<file path="src/rtl/axi_line_master.sv">
// AXI4 master bridge: one request becomes either a 4-beat INCR line fill or a
// single-beat write. The result is returned as a one-cycle response pulse.
//
// state     | meaning
// ----------+----------------------------------------------
// IDLE      | ready for a request
// RD_ADDR   | AR issued, waiting for ARREADY
// RD_DATA   | collecting R beats until RLAST
// WR_ADDR   | AW issued, waiting for AWREADY
// WR_DATA   | single W beat, waiting for WREADY
// WR_RESP   | waiting for B
// RESP      | one-cycle completion pulse
module axi_line_master #(
    parameter logic [7:0] MASTER_ID  = 8'h01,
    parameter int         LINE_BEATS = 4
) (
    input  logic         ACLK,
    input  logic         ARESETn,
    input  logic         req_valid,
    output logic         req_ready,
    input  logic         req_write,
    input  logic [31:0]  req_addr,
    input  logic [31:0]  req_wdata,
    input  logic [3:0]   req_wstrb,
    output logic         rsp_valid,
    output logic         rsp_err,
    output logic [127:0] rsp_rdata,
    output logic [7:0]   AWID_M,
    output logic [31:0]  AWADDR_M,
    output logic [3:0]   AWLEN_M,
    output logic [2:0]   AWSIZE_M,
    output logic [1:0]   AWBURST_M,
    output logic         AWVALID_M,
    input  logic         AWREADY_M,
    output logic [31:0]  WDATA_M,
    output logic [3:0]   WSTRB_M,
    output logic         WLAST_M,
    output logic         WVALID_M,
    input  logic         WREADY_M,
    input  logic [7:0]   BID_M,
    input  logic [1:0]   BRESP_M,
    input  logic         BVALID_M,
    output logic         BREADY_M,
    output logic [7:0]   ARID_M,
    output logic [31:0]  ARADDR_M,
    output logic [3:0]   ARLEN_M,
    output logic [2:0]   ARSIZE_M,
    output logic [1:0]   ARBURST_M,
    output logic         ARVALID_M,
    input  logic         ARREADY_M,
    input  logic [7:0]   RID_M,
    input  logic [31:0]  RDATA_M,
    input  logic [1:0]   RRESP_M,
    input  logic         RLAST_M,
    input  logic         RVALID_M,
    output logic         RREADY_M
);

    localparam logic [3:0] BURST_LEN = 4'(LINE_BEATS - 1);
    localparam logic [1:0] LAST_BEAT = 2'(LINE_BEATS - 1);

    typedef enum logic [2:0] {
        S_IDLE, S_RD_ADDR, S_RD_DATA, S_WR_ADDR, S_WR_DATA, S_WR_RESP, S_RESP
    } state_t;

    state_t         r_state, w_next;
    logic           r_rst_done;
    logic [31:2]    r_addr;
    logic [31:0]    r_wdata;
    logic [3:0]     r_wstrb;
    logic [1:0]     r_beat_cnt;
    logic           r_full;
    logic           r_err;
    logic [127:0]   r_line;
    logic [127:0]   r_rsp_rdata;
    logic [127:0]   w_line_upd;
    logic           w_req_fire;
    logic           w_unused_ids;

    assign w_unused_ids = ^{BID_M, RID_M};
    assign w_req_fire   = req_valid && req_ready;

    always_comb begin
        w_line_upd = r_line;
        w_line_upd[{r_beat_cnt, 5'b0} +: 32] = RDATA_M;
    end

    always_ff @(posedge ACLK or negedge ARESETn) begin
        if (!ARESETn) r_state <= S_IDLE;
        else          r_state <= w_next;
    end

    always_comb begin
        w_next = r_state;
        case (r_state)
            S_IDLE:    if (w_req_fire) w_next = req_write ? S_WR_ADDR : S_RD_ADDR;
            S_RD_ADDR: if (ARREADY_M) w_next = S_RD_DATA;
            S_RD_DATA: if (RVALID_M && RLAST_M) w_next = S_RESP;
            S_WR_ADDR: if (AWREADY_M) w_next = S_WR_DATA;
            S_WR_DATA: if (WREADY_M) w_next = S_WR_RESP;
            S_WR_RESP: if (BVALID_M) w_next = S_RESP;
            S_RESP:    w_next = S_IDLE;
            default:   w_next = S_IDLE;
        endcase
    end

    always_ff @(posedge ACLK or negedge ARESETn) begin
        if (!ARESETn) begin
            r_rst_done  <= 1'b0;
            r_addr      <= '0;
            r_wdata     <= '0;
            r_wstrb     <= '0;
            r_beat_cnt  <= '0;
            r_full      <= 1'b0;
            r_err       <= 1'b0;
            r_line      <= '0;
            r_rsp_rdata <= '0;
        end else begin
            r_rst_done <= 1'b1;
            case (r_state)
                S_IDLE: if (w_req_fire) begin
                    r_addr  <= req_addr[31:2];
                    r_wdata <= req_wdata;
                    r_wstrb <= req_wstrb;
                end
                S_RD_DATA: if (RVALID_M) begin
                    // Once the line is full, surplus beats are dropped, not wrapped.
                    if (!r_full) begin
                        r_line <= w_line_upd;
                        if (r_beat_cnt == LAST_BEAT) r_full <= 1'b1;
                        else                         r_beat_cnt <= r_beat_cnt + 2'd1;
                    end
                    if ((RRESP_M != 2'b00) || r_full || (RLAST_M != (r_beat_cnt == LAST_BEAT)))
                        r_err <= 1'b1;
                    if (RLAST_M) r_rsp_rdata <= r_full ? r_line : w_line_upd;
                end
                S_WR_RESP: if (BVALID_M) r_err <= (BRESP_M != 2'b00);
                S_RESP: begin
                    r_err      <= 1'b0;
                    r_beat_cnt <= '0;
                    r_full     <= 1'b0;
                end
                default: ;
            endcase
        end
    end

    assign rsp_rdata = r_rsp_rdata;

    always_comb begin
        req_ready = 1'b0;
        rsp_valid = 1'b0;
        rsp_err   = 1'b0;
        AWID_M    = '0;
        AWADDR_M  = '0;
        AWLEN_M   = '0;
        AWSIZE_M  = '0;
        AWBURST_M = '0;
        AWVALID_M = 1'b0;
        WDATA_M   = '0;
        WSTRB_M   = '0;
        WLAST_M   = 1'b0;
        WVALID_M  = 1'b0;
        BREADY_M  = 1'b0;
        ARID_M    = '0;
        ARADDR_M  = '0;
        ARLEN_M   = '0;
        ARSIZE_M  = '0;
        ARBURST_M = '0;
        ARVALID_M = 1'b0;
        RREADY_M  = 1'b0;
        case (r_state)
            S_IDLE:    req_ready = r_rst_done;
            S_RD_ADDR: begin
                ARVALID_M = 1'b1;
                ARID_M    = MASTER_ID;
                ARADDR_M  = {r_addr[31:4], 4'b0};
                ARLEN_M   = BURST_LEN;
                ARSIZE_M  = 3'b010;
                ARBURST_M = 2'b01;
            end
            S_RD_DATA: RREADY_M = 1'b1;
            S_WR_ADDR: begin
                AWVALID_M = 1'b1;
                AWID_M    = MASTER_ID;
                AWADDR_M  = {r_addr, 2'b00};
                AWSIZE_M  = 3'b010;
                AWBURST_M = 2'b01;
            end
            S_WR_DATA: begin
                WVALID_M = 1'b1;
                WLAST_M  = 1'b1;
                WDATA_M  = r_wdata;
                WSTRB_M  = r_wstrb;
            end
            S_WR_RESP: BREADY_M = 1'b1;
            S_RESP: begin
                rsp_valid = 1'b1;
                rsp_err   = r_err;
            end
            default: ;
        endcase
    end

endmodule

</file>
<file path="config.mk">
export PLATFORM = sky130hd
export DESIGN_NAME = axi_line_master
export DESIGN_NICKNAME = d
export VERILOG_FILES = /design/src/rtl/axi_line_master.sv
export SDC_FILE = /design/constraint.sdc
export NUM_CORES = 1
export LEC_CHECK = 0
export CORE_UTILIZATION = 45
export DETAILED_ROUTE_END_ITERATION = 6
export PLACE_DENSITY = 0.73
export SETUP_SLACK_MARGIN = 0.1
export SLEW_MARGIN = 20
export SYNTH_ARGS = -nofsm -noshare
export SYNTH_HDL_FRONTEND = slang
export SYNTH_SLANG_ARGS = --single-unit
</file>
<file path="constraint.sdc">
create_clock -name ACLK -period 2.95 [get_ports ACLK]
set_clock_uncertainty 0.15 [all_clocks]
set_input_delay 0.59 -clock ACLK [delete_from_list [all_inputs] [get_ports ACLK]]
set_output_delay 0.59 -clock ACLK [all_outputs]
set_load 0.02 [all_outputs]
</file>
==> impl_metrics.toml, run 1 <==
[timing]
slew_viol_final = 0
setup_ws_ns = 0.1826
setup_tns_ns = 0
slew_headroom = 0.4395
finalHoldViolCount = 0
setup_viol = 0
rsz0062_at_grt = "no"
worst_slew_pin_slew_ns = 0.8408
max_freq_mhz = 361.3
fin_crit_sh = 0.9381
fin_crit_ns = 2.767

[setup_path]
critPathCaptureType = "output port"
crit_required_ns = 2.21
r2r_slack_ns = 0.26
crit_type = "reg2out"
timing.critical_path.fanout_max = 34
arrival_ns = 2.03
slowest_delay_ns = 0.62
start_kind = "flop"
cpMaxStageDelayCell = "clkdlybuf4s50_1"
path_cells = "nor2_2, buf_12, clkdlybuf4s50_1"

[die]
die_h_um = 180.2
die-area_um2 = 32460
rows = 64
core_area_um2 = 30910
die_w_um = 180.2
ios = 401
start_util = 0.4621

[pwr]
p_int_uw = 13320
pwr-share-seq = 0.378
power.total_uw = 21220
p_per_area_nw_per_um2 = 1115
peakVddDrop_v = 0.0005427
combPwrFrac = 0.422
clockPowerShare = 0.199
power_leakage_uw = 0.008835
switching_power_uw = 7899
p_sw_frac = 0.3722

[place]
place_hpwl_um = 28150
portBuffers = 350
numPlacedInstances = 1906
dp_slack_ns = 0.1502
gp_congestion = 0.8125

[cells_and_area]
layout_commonest_cell = "dfrtp_1"
finalNetCount = 1690
utilization = 0.6160
mostFrequentLayoutCells = "dfrtp_1 (327), clkdlybuf4s50_1 (240), nor2_1 (136), a21oi_1 (132), a22oi_1 (130)"
post_layout_nonfiller_instances = 1973
drive_above_1_share = 0.1201
fillers = 2534
areaGrowthSynthToFinish_pct = 33.30

[outcome]
outcome = "completed"

[synth]
ys_types = 38
synthArstFlopShare = 1.000
synth_ff_type = "dfrtp_1"
syn_area_um2 = 14280
syn_area_per_cell_um2 = 11.22
ys_seq_area_frac = 0.5781
netlist_instances = 1273
ys_ff_latch = 330
synth_edf_count = 0
yosys_warnings = 0

[clocking]
cts_buffer_depth = 3
root_buffer = "clkbuf_16"
clkLatencyLatePin_ns = 0.51
cts_buffers = 36
cts_tree = "yes"
ctsHtreeMaxLevel = 2
cts.sinks = 330
path_clk_slew_ns = 0.06

[drt]
drc = 0
wirelength_um = 42260
drt_pass1_iterations = 5
wl_per_cell_um = 21.42
routed-via-count = 11250
drt_iter0_markers = 871
viasPerCell = 5.700
antenna_left = 0

[global_routing]
overflow = 0
track_usage = 0.2605
gr-max-usage-layer = "met2"
grt_antenna_before_repair = 4
met1_usage = 0.3300
met2_usage = 0.4324
grt_max_degree = 121
grt_pass1_wl_um = 66170
grtUsageMet3 = 0.07134
grt_pass1_vias = 11440

[run]
maxCapViolCount = 0

[worst_hold_path]
hp-class = "reg2reg"
critical path: cells and delay by family, from the launching register on:
family / cells / cell delay [ns]
buffers and inverters: 2 / 0.81
flip-flops: 1 / 0.51
AND/OR/NAND/NOR: 1 / 0.19
Yosys cell counts (8+ instances only):
library cell / count / area, um2
a22o_1: 128 / 1121
clkbuf_1: 80 / 300.3
dfrtp_1: 330 / 8258
and2_1: 58 / 362.9
buf_4: 46 / 345.3
a22oi_1: 130 / 975.9
and3_1: 40 / 250.2
buf_2: 46 / 230.2
mux2_2: 67 / 754.5
buf_1: 13 / 48.80
nor2b_1: 8 / 50.05
a21oi_1: 132 / 660.6
nor2_1: 138 / 518.0
path summary, 6_finish.rpt:
| path | start | to | cells after the start |
|---|---|---|---|
| max in group asynchronous | ARESETn | r_line[108] | 3 |
| worst max register to register | r_beat_cnt[0] | r_line[69] | 7 |
| min in group asynchronous | ARESETn | r_line[30] | 2 |
| worst min register to register | r_line[119] | r_line[119] | 1 |
| worst max-delay path | r_state[2] | AWBURST_M[0] | 3 |
| worst min-delay path | r_line[119] | r_line[119] | 1 |
sequential cells by signal, indices dropped and copies added, names as in the netlist:
signal and count:
r_state 3, r_rst_done 1, r_err 1, r_full 1, r_line 128, rsp_rdata 128
r_wdata 32, r_wstrb 4, r_addr 30, r_beat_cnt 2
logic make-up (layout without fill, tap and decap cells):
logic type                 after synthesis  count (layout)  share of synthesized area
AOI/OAI and AO/OA                      397             397                     0.1963
xor gates and xnor gates                 1               1                  0.0006133
adders and majority gates                6               6                   0.005256
buffers and inverters                  191             461                    0.06631
DFF                                    330             330                     0.5781
muxes                                   69              69                    0.05422
other                                    2              36                  0.0005258
and+or+nand+nor                        277             277                    0.09863
stage by stage:
stage	hold slack (ns)	instance area [um2]
after floorplan	0.1444	14400
after global placement	0.3320	18010
after detailed placement	0.3315	18010
after CTS	0.3491	19020
after global routing	0.3609	19040
final	0.3495	19040
final cells by class:
type,count,area (um2),share of cell area
clock inverters,7,62.56,0.003286
well taps,396,495.5,0.02602
diodes,3,7.507,0.0003943
inverters,6,22.52,0.001183
clock buffers,51,1008,0.05296
flip-flops and latches,330,8262,0.4339
multi-input cells,783,5271,0.2768
repair buffers,397,3911,0.2054
timing repair:
item	in CTS	in global routing
resized for setup	109	6
hold buffers	1	0
endpoints found under the setup margin	110	37
endpoints found under the hold margin	33	0
buffers inserted	5	0
routing by layer:
metal | share of wire | vias to the layer above
li1 | - | 5024
met4 | 0.028 | 2
met3 | 0.088 | 69
met5 | 0.00021 | -
met1 | 0.40 | 5662
met2 | 0.49 | 490
power groups by stage:
stage	clock, uW	combinational (uW)	sequential [uW]
after floorplan	0	4300	8730
after global placement	0	8930	7990
after detailed placement	0	9120	8060
after CTS	4300	9020	8010
after global routing	4480	9650	8290
final	4230	8970	8030
Power figures use the tool's default switching activity.
==> run 2: changes to the inputs <==
- CORE_UTILIZATION: 45 -> 44
- PLACE_DENSITY: 0.73 -> 0.74
- SKIP_LAST_GASP: not set -> 1
- clock period: 2.95 -> 2.2 ns (I/O delays scaled with it)
==> run 2 against run 1 <==
  * The run now ends with negative setup slack left
  * Flip-flop and latch count stayed put
  * Critical path depth grew 1
  * Hold slack lost 0.087 ns
  * Cell count rose by 5.0%
  * Via count rose by 7.7%
  * Global-route usage increased by 2.0 points
  * Die area up 2.2%
==> impl_metrics.toml, run 2 (same netlist as run 1, synthesis figures left out) <==
[outcome]
outcome = "finished, violations left"
violations = "negative setup slack"

[clocking]
root_buffer = "clkbuf_16"
cts_buffer_depth = 3
cts_tree = "yes"
clkLatencyLatePin_ns = 0.52
path_clk_slew_ns = 0.06
cts_buffers = 36
cts.sinks = 330
ctsHtreeMaxLevel = 2

[cells_and_area]
areaGrowthSynthToFinish_pct = 45.29
finish.instance_area_um2 = 20750
drive_above_1_share = 0.2491
post_layout_nonfiller_instances = 2071
layout_commonest_cell = "dfrtp_1"
fillers = 2320
multi_input_area_um2 = 5423
mostFrequentLayoutCells = "dfrtp_1 (326), clkdlybuf4s50_1 (238), nor2_1 (135), a21oi_1 (132), a22oi_1 (130)"
seq_area_um2 = 8263
finalNetCount = 1775

[die]
die_w_um = 182.2
core_area_um2 = 31720
start_util = 0.4503
rows = 65
die_h_um = 182.2
die-area_um2 = 33190
ios = 401

[global_routing]
grtUsageMet3 = 0.05907
grt_pass1_wl_um = 71670
gr-max-usage-layer = "met2"
overflow = 0
grt_pass1_vias = 12290
met2_usage = 0.4639
track_usage = 0.2802
grt_antenna_before_repair = 6
met1_usage = 0.3574
grt_max_degree = 65

[setup_path]
critPathTopFamily = "buffers and inverters"
cp.buffers_inverters = 2
slowest_delay_ns = 0.46
timing.critical_path.fanout_max = 35
critPathCaptureType = "output port"
crit_type = "reg2out"
start_kind = "flop"
arrival_ns = 1.86
cpMaxStageDelayCell = "dfrtp_2"
path_cells = "nor3b_4, buf_12, and2_1, clkdlybuf4s15_2"
crit_required_ns = 1.61

[drt]
wl_per_cell_um = 22.94
drt_iter0_markers = 949
antenna_left = 0
viasPerCell = 5.846
wirelength_um = 47500
drt_pass1_iterations = 6
drc = 0
routed-via-count = 12110

[timing]
setup_viol = 356
rsz0062_at_grt = "yes"
slew_viol_final = 0
setup_ws_ns = -0.2490
fin_crit_sh = 1.113
max_freq_mhz = 408.3
fin_crit_ns = 2.449
finalHoldViolCount = 0

[place]
numPlacedInstances = 1949
gp_congestion = 0.8406
place_hpwl_um = 29620
dp_slack_ns = -0.09646
place_area_um2 = 18410
portBuffers = 350

[run]
maxCapViolCount = 0

[worst_hold_path]
hp-class = "in2async"

[pwr]
peakVddDrop_v = 0.0009282
p_per_area_nw_per_um2 = 1485
power_leakage_uw = 0.009153
## run 2: power breakdown
part,total [uW],internal (uW),switching [uW]
Combinational,13900,6890,7010
Clock,6130,3620,2510
Sequential,10800,8910,1870
## run 2: worst paths after layout
check                           endpoint  cells after the start  slack [ns]       start
max                         ARADDR_M[25]                      4       -0.25  r_state[1]
min                        rsp_rdata[29]                      2        0.26     ARESETn
max reg2reg                  r_line[100]                     10       -0.18  r_state[0]
min reg2reg                   r_line[20]                      1        0.35  r_line[20]
max in group asynchronous     r_state[1]                      3        0.90     ARESETn
min in group ACLK             r_line[20]                      1        0.35  r_line[20]
## run 2: repair_timing
item                                    CTS  global route
endpoints found under the setup margin  392           457
pin swaps                                13             2
gates resized for setup                 455            31
hold endpoints to repair                 38             0
setup buffers                            26             4
cloned                                   16             8
hold buffers                              1             0
## run 2: routing by layer
layer / routed length (um) / part of all wire / up-vias
met4: 1567 / 0.033 / 6
met5: 41 / 0.00086 / -
met2: 23430 / 0.49 / 700
li1: - / - / 5213
met1: 18190 / 0.38 / 6087
met3: 4272 / 0.090 / 102
## run 2: cell type report
type / instances / share of cell area
diodes: 3 / 0.0003618
clock buffers: 46 / 0.04860
clock inverters: 19 / 0.009406
inverters: 6 / 0.001266
multi-input cells: 784 / 0.2613
flip-flops and latches: 330 / 0.3982
well taps: 402 / 0.02424
repair buffers: 481 / 0.2567
## run 2: per-stage QoR
step | util | power [uW] | TNS, ns | hold slack (ns)
3_5_place_dp | 0.5803 | 23490 | -10.56 | 0.2376
5_1_grt | 0.6543 | 32370 | -59.47 | 0.2957
6_report | 0.6543 | 30810 | -37.78 | 0.2629
2_1_floorplan | - | 17570 | 0 | -0.005591
4_1_cts | 0.6490 | 30490 | -26.12 | 0.2877
3_3_place_gp | 0.5803 | 23190 | -8.126 | 0.2328
